<file path="src/rtl/sliding_window_3x3_pkg.sv">
// Purpose : shared constants, FSM encoding and window slot helper for the 3x3 window stage.
// Latency : n/a (declarations only).
// Backpressure: n/a.
// Contents: KSIZE, WIN_PIX, state_t {S_FILL, S_STREAM}, idx(r,c) slot index.
package sliding_window_3x3_pkg;

  localparam int KSIZE   = 3;
  localparam int WIN_PIX = KSIZE * KSIZE;

  // S_FILL while rows 0..1 are arriving, S_STREAM once two full rows sit in the delays.
  typedef enum logic {
    S_FILL   = 1'b0,
    S_STREAM = 1'b1
  } state_t;

  // Slot index of window row r, column c (row-major, slot 0 is top-left).
  function automatic int idx(input int r, input int c);
    return KSIZE * r + c;
  endfunction

endpackage

</file>
<file path="src/rtl/sliding_window_3x3_row_delay.sv">
// Purpose : DEPTH-pixel delay line built as a circular register file.
// Latency : DEPTH enabled cycles from din to dout; dout is combinational from the read pointer.
// Backpressure: none; advances only when en is high, otherwise holds.
// Ports   : clk, rst (async active-low), en, din[DATA_WIDTH], dout[DATA_WIDTH].
module row_delay
  import sliding_window_3x3_pkg::*;
#(
  parameter int DEPTH      = 28,
  parameter int DATA_WIDTH = 8
) (
  input  logic                  clk,
  input  logic                  rst,
  input  logic                  en,
  input  logic [DATA_WIDTH-1:0] din,
  output logic [DATA_WIDTH-1:0] dout
);

  localparam int PW = (DEPTH > 1) ? $clog2(DEPTH) : 1;

  logic [DATA_WIDTH-1:0] mem [DEPTH];
  logic [PW-1:0]         ptr;

  // Read-before-write: the slot about to be overwritten holds the sample
  // written exactly DEPTH enables ago.
  assign dout = mem[ptr];

  always_ff @(posedge clk or negedge rst) begin
    if (!rst) begin
      ptr <= '0;
      for (int i = 0; i < DEPTH; i++) mem[i] <= '0;
    end else if (en) begin
      mem[ptr] <= din;
      ptr      <= (ptr == PW'(DEPTH - 1)) ? '0 : ptr + PW'(1);
    end
  end

endmodule

</file>
<file path="src/rtl/sliding_window_3x3.sv">
// Purpose : turns a raster pixel stream into 3x3 fully-inside windows for the conv MAC.
// Latency : 1 cycle from the accepted pixel completing a window to valid_out/window_out.
// Backpressure: none; every valid_in pixel is accepted, gaps simply hold all state.
// Ports   : clk, rst (async active-low), valid_in, data_in[DATA_WIDTH],
//           valid_out, window_out[9*DATA_WIDTH] (slot k at [k*DATA_WIDTH +: DATA_WIDTH]), frame_done.
module sliding_window_3x3
  import sliding_window_3x3_pkg::*;
#(
  parameter int IMG_WIDTH  = 28,
  parameter int IMG_HEIGHT = 28,
  parameter int DATA_WIDTH = 8
) (
  input  logic                          clk,
  input  logic                          rst,
  input  logic                          valid_in,
  input  logic [DATA_WIDTH-1:0]         data_in,
  output logic                          valid_out,
  output logic [WIN_PIX*DATA_WIDTH-1:0] window_out,
  output logic                          frame_done
);

  localparam int CW = $clog2(IMG_WIDTH);
  localparam int RW = $clog2(IMG_HEIGHT);

  logic [CW-1:0]         col;
  logic [RW-1:0]         row;
  state_t                state, state_nxt;
  logic                  col_last, row_last, emit;
  logic [DATA_WIDTH-1:0] d1_out, d2_out;
  logic [DATA_WIDTH-1:0] win     [WIN_PIX];
  logic [DATA_WIDTH-1:0] win_nxt [WIN_PIX];
  logic [WIN_PIX*DATA_WIDTH-1:0] win_flat;

  assign col_last = (col == CW'(IMG_WIDTH - 1));
  assign row_last = (row == RW'(IMG_HEIGHT - 1));

  // Two chained row delays: d1 is one row above the current pixel, d2 two rows above.
  row_delay #(.DEPTH(IMG_WIDTH), .DATA_WIDTH(DATA_WIDTH)) u_d1 (
    .clk(clk), .rst(rst), .en(valid_in), .din(data_in), .dout(d1_out)
  );
  row_delay #(.DEPTH(IMG_WIDTH), .DATA_WIDTH(DATA_WIDTH)) u_d2 (
    .clk(clk), .rst(rst), .en(valid_in), .din(d1_out), .dout(d2_out)
  );

  // Column counter wraps into the row counter; both wrap together at end of frame.
  always_ff @(posedge clk or negedge rst) begin
    if (!rst) begin
      col <= '0;
      row <= '0;
    end else if (valid_in) begin
      if (col_last) begin
        col <= '0;
        row <= row_last ? '0 : row + RW'(1);
      end else begin
        col <= col + CW'(1);
      end
    end
  end

  always_ff @(posedge clk or negedge rst) begin
    if (!rst) state <= S_FILL;
    else      state <= state_nxt;
  end

  // Rows 0..1 of each frame never emit; this also masks stale delay data
  // left over from the previous frame.
  always_comb begin
    state_nxt = state;
    emit      = 1'b0;
    case (state)
      S_FILL: begin
        if (valid_in && row == RW'(1) && col_last) state_nxt = S_STREAM;
      end
      S_STREAM: begin
        emit = valid_in && (col >= CW'(2));
        if (valid_in && row_last && col_last) state_nxt = S_FILL;
      end
      default: state_nxt = S_FILL;
    endcase
  end

  // Next window: shift columns left, new right column is {d2, d1, pixel} top to bottom.
  always_comb begin
    win_flat = '0;
    for (int r = 0; r < KSIZE; r++) begin
      win_nxt[idx(r, 0)] = win[idx(r, 1)];
      win_nxt[idx(r, 1)] = win[idx(r, 2)];
    end
    win_nxt[idx(0, 2)] = d2_out;
    win_nxt[idx(1, 2)] = d1_out;
    win_nxt[idx(2, 2)] = data_in;
    for (int k = 0; k < WIN_PIX; k++) win_flat[k*DATA_WIDTH +: DATA_WIDTH] = win_nxt[k];
  end

  always_ff @(posedge clk or negedge rst) begin
    if (!rst) begin
      for (int k = 0; k < WIN_PIX; k++) win[k] <= '0;
    end else if (valid_in) begin
      for (int k = 0; k < WIN_PIX; k++) win[k] <= win_nxt[k];
    end
  end

  // Output stage loads the freshly completed window so it lines up with valid_out.
  always_ff @(posedge clk or negedge rst) begin
    if (!rst) begin
      valid_out  <= 1'b0;
      frame_done <= 1'b0;
      window_out <= '0;
    end else begin
      valid_out  <= emit;
      frame_done <= emit && row_last && col_last;
      if (emit) window_out <= win_flat;
    end
  end

endmodule

</file>
<file path="config.mk">
export PLATFORM = sky130hd
export DESIGN_NAME = sliding_window_3x3
export DESIGN_NICKNAME = d
export VERILOG_FILES = /design/src/rtl/sliding_window_3x3_pkg.sv /design/src/rtl/sliding_window_3x3_row_delay.sv /design/src/rtl/sliding_window_3x3.sv
export SDC_FILE = /design/constraint.sdc
export NUM_CORES = 1
export LEC_CHECK = 0
export CAP_MARGIN = 20
export CORE_MARGIN = 3
export CORE_UTILIZATION = 65
export DETAILED_ROUTE_END_ITERATION = 10
export PLACE_DENSITY_LB_ADDON = 0.1
export SYNTH_ARGS = -nofsm -noshare
export SYNTH_HDL_FRONTEND = slang
export SYNTH_SLANG_ARGS = --single-unit
</file>
<file path="constraint.sdc">
create_clock -name clk -period 5 [get_ports clk]
set_input_delay 0.5 -clock clk [delete_from_list [all_inputs] [get_ports clk]]
set_output_delay 0.5 -clock clk [all_outputs]
set_load 0.005 [all_outputs]
</file>
== After elaboration in Yosys (flattened, before gate mapping) ==
Cells that the tools add are included.

* Bits of input ports: 11
* Output and inout port bits: 74
* Flip-flop bits (word level): 591

* Mux-type cells: 20
* Reductions and logical operators: 10
* Add/subtract/negate cells: 4
* Equality and inequality tests: 5
* Bitwise gates (word level): 3
* Order comparisons: 5

{| class="wikitable"
|+ Operators by type and width
! operator !! count
|-
| 224-bit bitwise mux || 2
|-
| 8-bit binary-select mux with 5-bit select || 2
|-
| 8-bit demux with 5-bit select || 2
|-
| 8-bit two-way mux || 6
|-
| 5-bit by 1-bit adder with 5-bit output (second input constant) || 4
|-
| 5-bit equality test (second input constant) || 4
|-
| 5-bit two-way mux || 4
|-
| 6-bit greater-or-equal comparator (second input constant) || 2
|-
| 6-bit by 1-bit < comparator with 1-bit output (second input constant) || 2
|-
| 5-bit inverter with 6-bit output || 2
|-
| 1-bit logical AND || 9
|-
| 5-bit by 1-bit equality test with 1-bit output (second input constant) || 1
|-
| 5-bit by 2-bit greater-or-equal comparator with 1-bit output (second input constant) || 1
|-
| 1-bit two-way mux || 3
|-
| 1-bit one-hot mux with 2 select lines || 1
|-
| 2-bit AND reduction || 1
|-
| 1-bit inverter || 1
|}

== Longest topological paths before layout ==
Gate-level depths: netlist of the first run.

* Depth after elaboration: 6
* Depth in mapped cells: 12
* Mapped depth without buffers: 6

== Cells and area by module ==
Synthesis of the first run repeated with hierarchy kept, for this count alone.

* Cells, all modules: 1775
* Area total of the unflattened synthesis: 26895.8 um^2

{| class="wikitable"
|+ Modules (own cells, without submodules)
! module !! area each (um^2) !! cells each !! times used
|-
| row_delay at u_d1 || 10832.9 || 726 || 1
|-
| row_delay at u_d2 || 10695.3 || 729 || 1
|-
| sliding_window_3x3 || 5367.6 || 320 || 1
|}

== Worst setup path before layout of the first run ==
OpenSTA, ideal clock, no wires.

* Kind: flip-flop to flip-flop
* From: register u_d2.ptr[0]
* To: register u_d2.mem[140] in the netlist's numbering
* Slack: 2.616 ns
* Clock period less this slack: 2.384 ns
* Data arrival time: 2.307 ns
* Required time: 4.923 ns
* Cell stages (with the launch flop): 13
* Cells stage by stage: dfrtp_1 -> buf_2 -> buf_4 -> buf_4 -> buf_4 -> inv_1 -> ha_1 -> and2_0 -> clkbuf_1 -> nand2_1 -> clkbuf_1 -> nand2_1 -> o21ai_1

* Word-level cells in the longest chain between the ends: 6
* Elaborated cells on any way between the ends: 7
* Those cells by class: 2 x order compare; 3 x mux; 1 x bitwise; 1 x reduce/logical

{| class="wikitable"
|+ RTL lines
! element !! RTL line !! RTL
|-
| start: declaration || sliding_window_3x3_row_delay.sv:21 || <nowiki>logic [PW-1:0] ptr;</nowiki>
|-
| start signal: assignment || sliding_window_3x3_row_delay.sv:33 || <nowiki>ptr <= (ptr == PW'(DEPTH - 1)) ? '0 : ptr + PW'(1);</nowiki>
|-
| 5-bit inverter with 6-bit output (not written as such) * || sliding_window_3x3_row_delay.sv:32 || <nowiki>mem[ptr] <= din;</nowiki>
|-
| 6-bit greater-or-equal comparator (not written as such) or 6-bit by 1-bit < comparator with 1-bit output (tied branches) || sliding_window_3x3_row_delay.sv:32 ||
|-
| 1-bit logical AND (not written as such) || sliding_window_3x3_row_delay.sv:32 ||
|-
| 8-bit two-way mux (not written as such) || sliding_window_3x3_row_delay.sv:32 ||
|-
| 8-bit demux with 5-bit select * || sliding_window_3x3_row_delay.sv:32 ||
|-
| 224-bit bitwise mux * || sliding_window_3x3_row_delay.sv:32 ||
|-
| end signal: indexed assignment || sliding_window_3x3_row_delay.sv:32 ||
|-
| end: declaration || sliding_window_3x3_row_delay.sv:20 || <nowiki>logic [DATA_WIDTH-1:0] mem [DEPTH];</nowiki>
|}

Every way passes the cells marked *; elsewhere a longest branch is shown, timed or not.
A chain may end at the register's enable or synchronous reset.

== Final worst setup path of the first run ==
* From: register u_d2.ptr[0]
* To: register window_out[19]

* Word-level cells in the longest chain between the ends: 4

{| class="wikitable"
|+ RTL lines
! element !! RTL line !! RTL
|-
| 5-bit inverter with 6-bit output (not written as such) || sliding_window_3x3_row_delay.sv:25 || <nowiki>assign dout = mem[ptr];</nowiki>
|-
| 8-bit binary-select mux with 5-bit select || sliding_window_3x3_row_delay.sv:25 ||
|-
| 8-bit two-way mux (not written as such) (2 in a row) || sliding_window_3x3_row_delay.sv:25 ||
|-
| end signal: assignment || sliding_window_3x3.sv:112 || <nowiki>if (emit) window_out <= win_flat;</nowiki>
|-
| end: declaration || sliding_window_3x3.sv:18 || <nowiki>output logic [WIN_PIX*DATA_WIDTH-1:0] window_out,</nowiki>
|}

No other way between the ends. The select of a mux whose other input is x is not followed.

==> metrics, run 1 <==
top layer in use=met4; # port buffers=84; GPL Wtd Cong=0.8667; Reg clk slew, reported paths=60 ps; die area=0.04275 sq mm; worst vdd ir=between 0.3 and 0.4 mV; Buf/Inv on CP=1; initial DRC count=1460; final hold vios=0; Setup crit start kind=register; worst r2r path cells=6; Least-Margin Pin Slew=between 1000 and 1500 ps; Post-Syn Instances=2211; crit path kind=reg2reg; Worst EP required=5430 ps; status=finished, final reports clean; FMAX=0.2754 GHz; Max-slew headroom=16.57%; cts repair resizes=0; PwrDens=approximately 630 mW/mm^2; Reg power frac=43.1%; Syn. warnings=0; row count=72; cts hold-fix bufs=1; async set or reset register ratio after synthesis=100.0%; static leakage=13.19 nW; Avg Inst Size Synth=roughly 12 sq um; Seq/Total Area, Yosys=between 50% and 60%; initial antenna violation count=0; Clock Sinks=about 590; net count after synthesis=2234; FF+latch count, synth=591; ANT nets after route=0; Final Cell Area=about 0.029 sq mm; Layout area overhead=11.64%; post-CTS setup buffer count=0; clock tree buffer depth=3; Post-Syn Area=0.02620 sq mm; clock network power share=23.3%; crit path DAT=4060 ps; Tot GR Track Use=30.25%; Switching Fraction=approximately a third; metal3 WL=3056 microns; Worst Hold Path Cells=3; Max FO, Critical Path=52; Post-synth EDFFs=0; via count=17459; total CTS buffers=58; worst stage delay on the critical path=~1100 ps; # IOs=85; RSZ-0062 raised after global routing=no; CP Launch Point=u_d2.ptr[0]; Setup TNS=0 ps; CP Cell Sequence=buf_12 -> mux4_2 -> nand2_1 -> a21oi_1 -> a2111oi_0 -> o21ai_0; die height=206.8 microns; DRT Pass-1 Iters=5; metal2 WL=31160 microns; H-tree levels=2; fraction of final layout cells sized beyond drive strength 1=23.22%; ANT cells=0; Die X=a little over 200 microns; final worst path period share=between 70% and 80%; GRT overflow=0; Distinct cells, synth=70; Initial Util=66.85%; min Tclk post-route=3631 ps; combinational share of power=between 30% and 40%; final setup fails=0; largest net degree at the start of global routing=128; Synth Flop Type=dfrtp_1; Met1 Wirelength=approximately 26000 microns; Nets=2258; Levels on crit path=6; DRC viols=0; most common cell after layout, fill and taps aside=dfrtp_1; maxcap violations=0; Critical R2R Launch=u_d2.ptr[0]; WL per Instance=around 22 microns; hold wc startpoint=valid_in; Clock Skews=23.18 ps; Setup crit end kind=register; HPWL Detailed=39640 microns; Final Max Tran Viols=0; latest clock arrival within the worst-skew pair=slightly above 600 ps; Vias/cell=6.244; Root Buffer Master=clkbuf_16; CP max-delay cell=a2111oi_0; global-route wire length before repair=approximately 100000 microns; switching pwr=0.006477 W; CORE AREA=0.03919 sq mm; Post-DP Area=~0.027 sq mm; number of global-route vias before repair=17829; TritonCTS clock tree=yes; Top delay family on crit path=compound AO/OA/AOI/OAI gates; most frequent cells in the layout=588 x dfrtp_1, 435 x nand2_1, 287 x mux2_2, 160 x o21ai_1, 114 x nor2_1; Hold Crit Class=in2reg; Cell Int Power=approximately 0.012 W; Post-Route WL=62400 microns
## worst register-to-register path: stages (launching register included)
cell and delay, ps:
dfrtp_4 950, buf_12 420, mux4_2 600, nand2_1 150, a21oi_1 80, a2111oi_0 1050
o21ai_0 200
## state kept, by name (all words and copies together) (netlist names)
register / cells
u_d1.mem: 224
frame_done: 1
row: 5
u_d2.ptr: 5
col: 5
window_out: 72
valid_out: 1
win: 48
state: 1
u_d1.ptr: 5
u_d2.mem: 224
## worst paths after layout
kind,slack [ps],end
max in group asynchronous,3120,u_d1.mem[63]
worst min register to register,460,window_out[26]
min in group asynchronous,560,window_out[5]
worst max register to register,1370,window_out[19]
worst min-delay path,310,u_d2.ptr[1]
worst max-delay path,1370,window_out[19]
## synth_stat cells (all sizes together) (8+ instances only)
cell    instances  area share, %
o22ai           9           0.21
buf            71            1.9
a211oi          9           0.26
nor3           14           0.33
o21ai         207            4.3
nor2          114            1.6
mux4           69            5.9
a21oi          76            1.6
nand3          19           0.36
nand2b         14           0.33
clkbuf         86            1.2
dfrtp         591             56
mux2          290             12
ha             12           0.57
inv             8           0.11
a22o           10           0.33
nand2         435            6.2
nor2b          14           0.34
mux2i          59            2.3
a22oi          15           0.43
## metrics by stage
stage	worst slack [ps]	hold WS (ps)	total power, W	std cells	utilization [%]
after floorplan	2616	204.4	0.01195	2211	-
after global placement	1614	445.9	0.01375	2683	69.39
after detailed placement	1657	448.5	0.01409	2688	69.65
after CTS	1479	276.0	0.01847	2792	74.48
after global routing	1413	310.2	0.01942	2796	74.63
final	1369	306.6	0.01844	2796	74.63
## cell families after synthesis
| kind of cell | count (synthesis) | share of synthesized area [%] |
|---|---|---|
| AO/OA/AOI/OAI | 357 | 8.139 |
| adder cells (fa/ha/maj) | 12 | 0.5731 |
| multiplexers | 418 | 20.67 |
| XOR/XNOR | 3 | 0.1003 |
| flip-flops | 591 | 56.46 |
| buffers and inverters | 167 | 3.277 |
| AND/OR/NAND/NOR | 663 | 10.79 |
## cell type report
class / instances / area [sq um]
repair buffers: 121 / 1281
well taps: 518 / 648.1
clock buffers: 90 / 1763
multi-input cells: 1453 / 10600
clock inverters: 13 / 118.9
inverters: 10 / 37.54
fillers: 2620 / 9941
flip-flops and latches: 591 / 14800
## power groups by stage
| stage | Clock (W) | Combinational (W) | Sequential, W |
|---|---|---|---|
| 3_3_place_gp | 0 | 0.00590 | 0.00785 |
| 6_report | 0.00430 | 0.00620 | 0.00794 |
| 3_5_place_dp | 0 | 0.00612 | 0.00797 |
| 5_1_grt | 0.00455 | 0.00670 | 0.00817 |
| 4_1_cts | 0.00437 | 0.00618 | 0.00792 |
| 2_1_floorplan | 0 | 0.00453 | 0.00741 |
## per-layer routing
layer	vias up	track usage (%)
li1	7791	-
met1	9016	40.38
met2	503	50.47
met3	149	4.438
met4	0	12.79
met5	-	0
Power figures use the tool's default switching activity.
==> run 2, diff against run 1 <==
- CORE_UTILIZATION: 65 -> 61
- clock period: 5 -> 3.5 ns (I/O delays scaled with it)
==> metrics, run 2 (same netlist as run 1, synthesis figures left out) <==
status=finished, final reports clean; clock tree buffer depth=3; Max-slew headroom=35.34%; GRT overflow=0; via count=17345; final worst path period share=88.79%; Clock Sinks=591; cts repair resizes=0; PwrDens=roughly 900 mW/mm^2; Root Buffer Master=clkbuf_16; ANT nets after route=0; min Tclk post-route=3108 ps; Initial Util=62.04%; FMAX=roughly 0.32 GHz; Hold Slack=around 220 ps; Worst EP required=3930 ps; TritonCTS clock tree=yes; Max FO, Critical Path=37; Buf/Inv on CP=1; initial antenna violation count=0; WL per Instance=22.10 microns; Layout area overhead=13.81%; maxcap violations=0; number of global-route vias before repair=~18000; post-CTS setup buffer count=0; die height=213.2 microns; most frequent cells in the layout=587 x dfrtp_1, 435 x nand2_1, 287 x mux2_2, 160 x o21ai_1, 114 x nor2_1; Post-Route WL=~64000 microns; Setup TNS=0 ps; Clock Skews=20.88 ps; die area=0.04547 sq mm; fraction of final layout cells sized beyond drive strength 1=around 25%; crit path kind=reg2reg; most common cell after layout, fill and taps aside=dfrtp_1; DRT Pass-1 Iters=5; final hold vios=0; Die X=about 210 microns; Setup crit start kind=register; ANT cells=0; row count=75; worst vdd ir=between 0.5 and 0.6 mV; Nets=2319; # port buffers=84; top flop regs=u_d1.mem: 224 flops, u_d2.mem: 224 flops, window_out: 72 flops; Reg clk slew, reported paths=70 ps; global-route wire length before repair=102200 microns; DRC viols=0; Vias/cell=around 6; GPL Wtd Cong=0.8973; crit path DAT=3540 ps; H-tree levels=2; cts hold-fix bufs=1; HPWL Detailed=42120 microns; CORE AREA=0.04223 sq mm; Least-Margin Pin Slew=945.5 ps; CP max-delay cell=a2111oi_0; worst stage delay on the critical path=between 800 and 900 ps; final setup fails=0; latest clock arrival within the worst-skew pair=620 ps; Setup crit end kind=register; Hold Crit Class=in2reg; total CTS buffers=58; Tot GR Track Use=29.05%; static leakage=13.53 nW; # IOs=85; largest net degree at the start of global routing=~110; initial DRC count=1507; Final Max Tran Viols=0; Top delay family on crit path=compound AO/OA/AOI/OAI gates; CP Cell Sequence=buf_4 -> mux4_2 -> a2111oi_0 -> o21ai_0; RSZ-0062 raised after global routing=no
## run 2: cell types whose count changed in the layout (fill, tap and decap cells not counted), sizes merged
cell      delta
inv          +1
bufinv       +3
clkinvlp     +2
buf         +60
clkinv       +1
clkbuf       -4
## run 2: final cells by class
cell class	count	area, sq um
Clock inverter	20	249.0
Inverter	10	37.54
Multi-Input combinational cell	1453	10600
Fill cell	2961	12410
Timing Repair Buffer	182	1782
Tap cell	539	674.4
Clock buffer	85	1673
Sequential cell	591	14800
## run 2: layer usage
metal | global-route usage [%] | vias to the layer above | share of wire, %
li1 | - | 7909 | -
met1 | 39.41 | 8823 | 42
met2 | 48.07 | 466 | 50
met3 | 4.143 | 147 | 4.1
met4 | 11.49 | 0 | 4.1
met5 | 0 | - | 0
## run 2: path summary, 6_finish.rpt
kind	start	to	slack [ps]	cells after the start
worst max-delay path	u_d2.ptr[0]	window_out[19]	390	4
worst min-delay path	valid_in	win[48]	220	2
worst max register to register	u_d2.ptr[0]	window_out[19]	390	4
worst min register to register	win[15]	window_out[55]	470	2
max in group asynchronous	rst	window_out[54]	2070	4
min in group asynchronous	rst	window_out[37]	410	2
## run 2: per-stage QoR
stage	worst slack (ps)	util, %	area, sq um	power, W	std cells
4_1_cts	353.4	70.53	29780	0.02674	2878
3_3_place_gp	466.9	65.65	27720	0.01993	2766
5_1_grt	316.9	70.60	29810	0.02815	2880
6_report	392.4	70.60	29810	0.02667	2880
2_1_floorplan	1116	-	26200	0.01707	2211
3_5_place_dp	429.8	65.95	27850	0.02038	2772
## run 2: report_power, final
part / leakage [nW] / total [W] / internal [W] / switching [W]
Sequential: 7.71 / 0.0113 / 0.00951 / 0.00183
Combinational: 4.87 / 0.00904 / 0.00415 / 0.00489
Clock: 0.945 / 0.00630 / 0.00367 / 0.00263
